$ cat src/rtl/cdc_handshake_src_mc_if.sv
// Handshake bundle for the multi-channel CDC source endpoint.
// slave = endpoint side, master = local logic / far-domain side.
interface cdc_handshake_src_mc_if #(
  parameter int G_WIDTH    = 4,
  parameter int G_CHANNELS = 2
);
  logic [G_CHANNELS-1:0]         i_valid;
  logic [G_CHANNELS*G_WIDTH-1:0] i_data;
  logic [G_CHANNELS-1:0]         o_ready;
  logic [G_CHANNELS-1:0]         o_done;
  logic [G_CHANNELS-1:0]         o_req;
  logic [G_CHANNELS*G_WIDTH-1:0] o_data;
  logic [G_CHANNELS-1:0]         i_ack;
  logic [G_CHANNELS-1:0]         o_timeout;

  modport slave (
    input  i_valid, i_data, i_ack,
    output o_ready, o_done, o_req, o_data, o_timeout
  );

  modport master (
    output i_valid, i_data, i_ack,
    input  o_ready, o_done, o_req, o_data, o_timeout
  );
endinterface

$ cat src/rtl/cdc_handshake_src_mc.sv
// Multi-channel source endpoint of a req/ack CDC handshake (2- or 4-phase).
// Optional per-channel abort timer enabled by defining CDC_HS_TIMEOUT_EN.
module cdc_handshake_src_mc #(
  parameter int G_STAGES   = 2,
  parameter int G_WIDTH    = 4,
  parameter int G_CHANNELS = 2,
  parameter int G_MODE     = 0,
  parameter int G_TIMEOUT  = 64
) (
  input  logic                  i_clk,
  input  logic                  i_rst,
  cdc_handshake_src_mc_if.slave hs
);

  typedef enum logic [1:0] {
    S_IDLE    = 2'd0,
    S_WAIT_HI = 2'd1,
    S_WAIT_LO = 2'd2
  } state_t;

  for (genvar c = 0; c < G_CHANNELS; c++) begin : g_ch
    state_t               state_q, state_d;
    logic                 req_q, req_d;
    logic                 done_q, done_d;
    logic                 tmo_q, tmo_d;
    logic [G_WIDTH-1:0]   data_q, data_d;
    logic [G_STAGES-1:0]  sync_q;
    logic                 ack_s;
    logic                 accept;
    logic                 abort;

    assign ack_s  = sync_q[G_STAGES-1];
    assign accept = hs.i_valid[c] && (state_q == S_IDLE);

    // bring the far-domain ack into i_clk
    always_ff @(posedge i_clk) begin
      if (i_rst) sync_q <= '0;
      else       sync_q <= {sync_q[G_STAGES-2:0], hs.i_ack[c]};
    end

`ifdef CDC_HS_TIMEOUT_EN
    localparam int TW = (G_TIMEOUT > 2) ? $clog2(G_TIMEOUT) : 1;
    logic [TW-1:0] cnt_q;

    assign abort = (cnt_q == TW'(G_TIMEOUT - 1));

    // wait-cycle counter; restarts on accept and after each abort
    always_ff @(posedge i_clk) begin
      if (i_rst || accept || tmo_d) cnt_q <= '0;
      else if (state_q != S_IDLE)   cnt_q <= cnt_q + 1'b1;
    end
`else
    logic unused_cfg;
    assign unused_cfg = (G_TIMEOUT < 2);
    assign abort      = 1'b0;
`endif

    // next state: accept in IDLE, then wait for synchronised ack
    always_comb begin
      state_d = state_q;
      req_d   = req_q;
      data_d  = data_q;
      done_d  = 1'b0;
      tmo_d   = 1'b0;
      unique case (state_q)
        S_IDLE: begin
          if (hs.i_valid[c]) begin
            data_d  = hs.i_data[c*G_WIDTH +: G_WIDTH];
            state_d = S_WAIT_HI;
            req_d   = (G_MODE == 0) ? ~req_q : 1'b1;
          end
        end
        S_WAIT_HI: begin
          if (G_MODE == 0) begin
            if (ack_s == req_q) begin
              state_d = S_IDLE;
              done_d  = 1'b1;
            end else if (abort) begin
              req_d   = ack_s;
              state_d = S_IDLE;
              tmo_d   = 1'b1;
            end
          end else begin
            if (ack_s) begin
              state_d = S_WAIT_LO;
              req_d   = 1'b0;
            end else if (abort) begin
              state_d = S_WAIT_LO;
              req_d   = 1'b0;
              tmo_d   = 1'b1;
            end
          end
        end
        S_WAIT_LO: begin
          if (!ack_s) begin
            state_d = S_IDLE;
            done_d  = 1'b1;
          end else if (abort) begin
            tmo_d = 1'b1;
          end
        end
        default: state_d = S_IDLE;
      endcase
    end

    // channel state and registered outputs
    always_ff @(posedge i_clk) begin
      if (i_rst) begin
        state_q <= S_IDLE;
        req_q   <= 1'b0;
        data_q  <= '0;
        done_q  <= 1'b0;
        tmo_q   <= 1'b0;
      end else begin
        state_q <= state_d;
        req_q   <= req_d;
        data_q  <= data_d;
        done_q  <= done_d;
        tmo_q   <= tmo_d;
      end
    end

    assign hs.o_ready[c]   = (state_q == S_IDLE) && !i_rst;
    assign hs.o_req[c]     = req_q;
    assign hs.o_done[c]    = done_q;
    assign hs.o_timeout[c] = tmo_q;
    assign hs.o_data[c*G_WIDTH +: G_WIDTH] = data_q;

    // a 2-phase channel at rest must see ack equal to its request
    if (G_MODE == 0) begin : g_chk
      a_idle_ack: assert property (
        @(posedge i_clk) disable iff (i_rst)
        (state_q == S_IDLE) |-> (ack_s == req_q)
      );
    end
  end

endmodule

$ cat src/flat_wrapper.sv
// flat-port wrapper written by rule: the top's interface ports become plain ports
module cdc_handshake_src_mc_flat 
#(
  parameter int G_STAGES   = 2,
  parameter int G_WIDTH    = 4,
  parameter int G_CHANNELS = 2,
  parameter int G_MODE     = 0,
  parameter int G_TIMEOUT  = 64
)
  (i_clk, i_rst, hs_i_valid, hs_i_data, hs_i_ack, hs_o_ready, hs_o_done, hs_o_req, hs_o_data, hs_o_timeout);
  cdc_handshake_src_mc_if #(.G_WIDTH(G_WIDTH), .G_CHANNELS(G_CHANNELS)) hs_i ();
  input  logic i_clk;
  input  logic i_rst;
  input wire logic [$bits(hs_i.i_valid)-1:0] hs_i_valid;
  input wire logic [$bits(hs_i.i_data)-1:0] hs_i_data;
  input wire logic [$bits(hs_i.i_ack)-1:0] hs_i_ack;
  output wire logic [$bits(hs_i.o_ready)-1:0] hs_o_ready;
  output wire logic [$bits(hs_i.o_done)-1:0] hs_o_done;
  output wire logic [$bits(hs_i.o_req)-1:0] hs_o_req;
  output wire logic [$bits(hs_i.o_data)-1:0] hs_o_data;
  output wire logic [$bits(hs_i.o_timeout)-1:0] hs_o_timeout;
  assign hs_i.i_valid = hs_i_valid;
  assign hs_i.i_data = hs_i_data;
  assign hs_i.i_ack = hs_i_ack;
  assign hs_o_ready = hs_i.o_ready;
  assign hs_o_done = hs_i.o_done;
  assign hs_o_req = hs_i.o_req;
  assign hs_o_data = hs_i.o_data;
  assign hs_o_timeout = hs_i.o_timeout;
  cdc_handshake_src_mc #(.G_STAGES(G_STAGES), .G_WIDTH(G_WIDTH), .G_CHANNELS(G_CHANNELS), .G_MODE(G_MODE), .G_TIMEOUT(G_TIMEOUT)) u_core (.i_clk(i_clk), .i_rst(i_rst), .hs(hs_i));
endmodule
$ cat config.mk
export PLATFORM = sky130hd
export DESIGN_NAME = cdc_handshake_src_mc_flat
export DESIGN_NICKNAME = d
export VERILOG_FILES = /design/src/rtl/cdc_handshake_src_mc_if.sv /design/src/rtl/cdc_handshake_src_mc.sv /design/src/flat_wrapper.sv
export SDC_FILE = /design/constraint.sdc
export NUM_CORES = 1
export LEC_CHECK = 0
export CAP_MARGIN = 20
export CORE_UTILIZATION = 35
export CTS_CLUSTER_DIAMETER = 200
export CTS_CLUSTER_SIZE = 10
export DETAILED_ROUTE_END_ITERATION = 8
export GPL_TIMING_DRIVEN = 0
export PLACE_DENSITY = 0.7
export SLEW_MARGIN = 40
export SYNTH_ARGS = -nofsm -noshare
export SYNTH_HDL_FRONTEND = slang
export SYNTH_SLANG_ARGS = --single-unit
$ cat constraint.sdc
create_clock -name i_clk -period 1.4 [get_ports i_clk]
set_clock_uncertainty 0.1 [all_clocks]
set_input_delay 0.28 -clock i_clk [delete_from_list [all_inputs] [get_ports i_clk]]
set_output_delay 0.28 -clock i_clk [all_outputs]
set_load 0.05 [all_outputs]
== Word-level counts from Yosys, hierarchy flattened ==
Cells that the tools add are included.
Cells by class
  equality and inequality tests: 12
  muxes and demuxes: 14
  bitwise operators: 2
  reduce and logical (&&, ||, !) cells: 9
Operators with widths (count)
  2-bit 2-to-1 mux: 6
  2-bit case mux with 3 select lines: 2
  2-bit inequality test (second input constant): 4
  3-bit AND reduction: 2
  2-bit by 1-bit equality test with 1-bit output (second input constant): 2
  2-bit equality test (second input constant): 2
  2-bit zero test: 2
  1-bit 2-to-1 mux: 4
  2-bit by 1-bit inequality test with 1-bit output (second input constant): 2
  1-bit case mux with 2 select lines: 2
  2-bit AND reduction: 2
  1-bit equality test: 2
  1-bit logical AND: 2
  1-bit NOT: 2
  1-bit zero test: 1
Word-level totals
  flip-flop bits (word level): 20
  input bits: 14
  output and inout port bits: 16
  logic and storage cells: 47

== Longest topological paths before layout ==
  depth in word-level cells: 3
  gate-level depth with buffers: 4
  depth with buffers taken out: 3

== Least setup slack after synthesis ==
No wires, ideal clock.
  path type: in2out
  start point: input port i_rst
  end point: output port hs_o_ready[0]
  arrival: 1126 ps
  data required time: 1020 ps
  slack: -106 ps
  stages on the path: 2
  path buffers: 1
  cells stage by stage: clkbuf_1 nor2_1
On the way
  word-level cells in the longest chain between the ends: 2
RTL lines
  start, declared: line flat_wrapper.sv:13  | input logic i_rst;
  1-bit zero test: line cdc_handshake_src_mc.sv:123  | assign hs.o_ready[c] = (state_q == S_IDLE) && !i_rst;
  1-bit logical AND: line cdc_handshake_src_mc.sv:123
  end, declared: line flat_wrapper.sv:17  | output wire logic [$bits(hs_i.o_ready)-1:0] hs_o_ready;
Every way passes these cells.

== Worst setup path after layout ==
  start point: register u_core.g_ch[0].req_q
  end point: output port hs_o_req[0]
RTL lines
  start, declared: line cdc_handshake_src_mc.sv:23  | logic req_q, req_d;
  start signal, assigned: line cdc_handshake_src_mc.sv:116  | req_q <= req_d;
  end, declared: line flat_wrapper.sv:19  | output wire logic [$bits(hs_i.o_req)-1:0] hs_o_req;
No word-level cell between the ends.

==> metrics.cfg <==
[outcome]
status = complete, no violations

[sta]
fin_crit_sh_pct = 97.1
final_max_slew_viol_count = 0
finalSetupViolCount = 0
max_clock_freq_mhz = 736
whs_ps = 272
finalHoldViolCount = 0
rsz0062_at_grt = no
layout_setup_ws_ps = 41.3
setup_tns_ps = 0
finalCriticalPeriod_ps = 1360

[synth]
synth-simple-area-share_pct = 16.3
synthCells = 65
muxShareOfSynthArea_pct = 11.9
synth_compound_area_share_pct = 1.48
synthAdderAreaFrac_pct = 0
synth-seq-area-share_pct = 53.4
synth_top_family_by_area = simple AND/OR/NAND/NOR gates
syn_avg_cell_area_sq_um = 10.4
synth_top_cell_area_share_pct = 53.4
synth_cell_types = 13
yosys-top-cells-area = dfxtp_1, mux2i_1, nor2_1, buf_4, nor2b_1
synth_warnings = 0
ys_ff_latch = 18
synth_top_area_cell = dfxtp_1
synth-xor-area-share_pct = 5.19
synth_area_sq_um = 674

[clock_network]
clk_latency_ps = 290
path_clk_slew_ps = 100
cts-htree-levels = 1
cts_tree = done
root_buffer = clkbuf_4
cts_buffers = 3
holdBufCountCts = 0
clock_sinks = 18
postCtsSetupBuffers = 0
clockBufferDepth = 2

[finish]
layout-drive-gt1-share_pct = 31.3
syn_to_final_growth_pct = 41.9
final_cell_mix = dfxtp_1, nor2_1, clkdlybuf4s50_1, buf_2
num_antenna_cells = 0
final_common_cell = dfxtp_1
final_area_sq_um = 957
nets = 111

[critical_path]
worst-path-max-fanout = 3
worstPathArrival_ps = 980
cp.required_ps = 1020
critPathKind = reg2out
cp-end-kind = output pin
cp-start-kind = flop
path_common_cell = buf_4
critical_path.cell_chain = buf_4, buf_4
crit_family = flip-flops
crit_buf_inv = 2
cpPeakStageDelay_ps = 390
cpMaxStageDelayCell = dfxtp_1

[flow_run]
drv_cap = 0

[placed_design]
gp_congestion = 0.651
place_area_sq_um = 970
dpl.hpwl_um = 895
pre_cts_ws_ps = -451
portBuffers = 26

[drt]
drtPass1Iterations = 4
dr.first_iter.drc_count = 1
wirelength_um = 1200
avgViaCountPerCell = 4.18
post_drt_wl_per_cell_um = 9.88
vias = 506
ant_nets = 0
route.detailed.drc = 0

[global_routing]
grt_overflow = 0
grt_pass1_vias = 481
grt_antenna_before_repair = 0
grt_max_degree = 11
grt_util_all_layers_pct = 12.5
grt_pass1_wl_um = 1860

[floorplanning]
initial_core_util_pct = 38.2
die_area_sq_mm = 0.00211
fp.coreArea_sq_mm = 0.00176
die_y_um = 45.9
ios = 30
die_w_um = 45.9
rows = 15

[power_and_ir_drop]
leakagePower_nw = 0.449
power_density_mw_per_mm2 = 1240
ir_drop_uv = 651

[hold_path]
hp-class = in2reg

[cell type report]
type / instances / area [sq um]
sequential: 18 / 362
timing repair buffer: 26 / 208
tap: 25 / 31.3
multi-input combinational: 38 / 245
buffer: 10 / 75.1
clock buffer: 4 / 36.3
fill: 197 / 807
[synth_stat cells]
cell type,number
a21oi_1,2
buf_6,2
dfxtp_1,18
nor2b_1,4
clkbuf_1,2
xnor2_1,2
conb_1,1
nor2_1,14
nor2b_2,2
mux2i_1,8
buf_4,6
nor3b_1,2
xor2_1,2
[kinds of logic after synthesis]
family,Yosys count
flops,18
mux,8
compound gates,2
other cells,1
simple gates,22
xor+xnor,4
buf+inv,10
[per-stage QoR]
step                util [%]  instances  total power, W
global route            54.3        121         0.00124
floorplan                  -         66        0.000797
CTS                     56.0        121         0.00120
finish                  54.3        121         0.00119
detailed placement      55.0        117        0.000902
global placement        55.0        117        0.000897
[path summary, 6_finish.rpt]
path | to | cells past startpoint | start | slack (ps)
setup / recovery | hs_o_req[0] | 2 | u_core.g_ch[0].req_q | 40
hold reg to reg | u_core.g_ch[1].sync_q[1] | 1 | u_core.g_ch[1].sync_q[0] | 350
hold / removal | u_core.g_ch[1].data_q[1] | 2 | i_rst | 270
setup reg to reg | u_core.g_ch[1].data_q[1] | 4 | u_core.g_ch[1].state_q[0] | 310
[per-layer routing]
layer  global-route usage, %  up-vias  wire (um)
met5                       0        -          0
met4                    7.06        0          5
met3                    2.78        2         73
met2                    22.3       19        576
met1                    13.4      229        540
li1                        -      256          -
[registers in the layout, indices dropped and copies added, names as in the netlist]
| name | cells |
|---|---|
| u_core.g_ch.sync_q | 4 |
| u_core.g_ch.state_q | 2 |
| u_core.g_ch.done_q | 2 |
| u_core.g_ch.req_q | 2 |
| u_core.g_ch.data_q | 8 |
[power breakdown]
| part | internal [W] | total, W | switching, W |
|---|---|---|---|
| Sequential | 0.000548 | 0.000570 | 0.0000221 |
| Clock | 0.000158 | 0.000316 | 0.000158 |
| Combinational | 0.000123 | 0.000302 | 0.000179 |
[worst register-to-register path, stage by stage, from the launching register on]
cell and delay [ps]:
dfxtp_1 370, nor2b_2 130, buf_6 140, mux2i_1 190
nor2_1 50
[what timing repair did]
| item | in CTS | in global routing |
|---|---|---|
| gates cloned | 0 | 0 |
| pin swaps | 0 | 0 |
| resized for setup | 61 | 17 |
| endpoints found under the setup margin | 14 | 10 |
(Power assumes the default switching activity.)
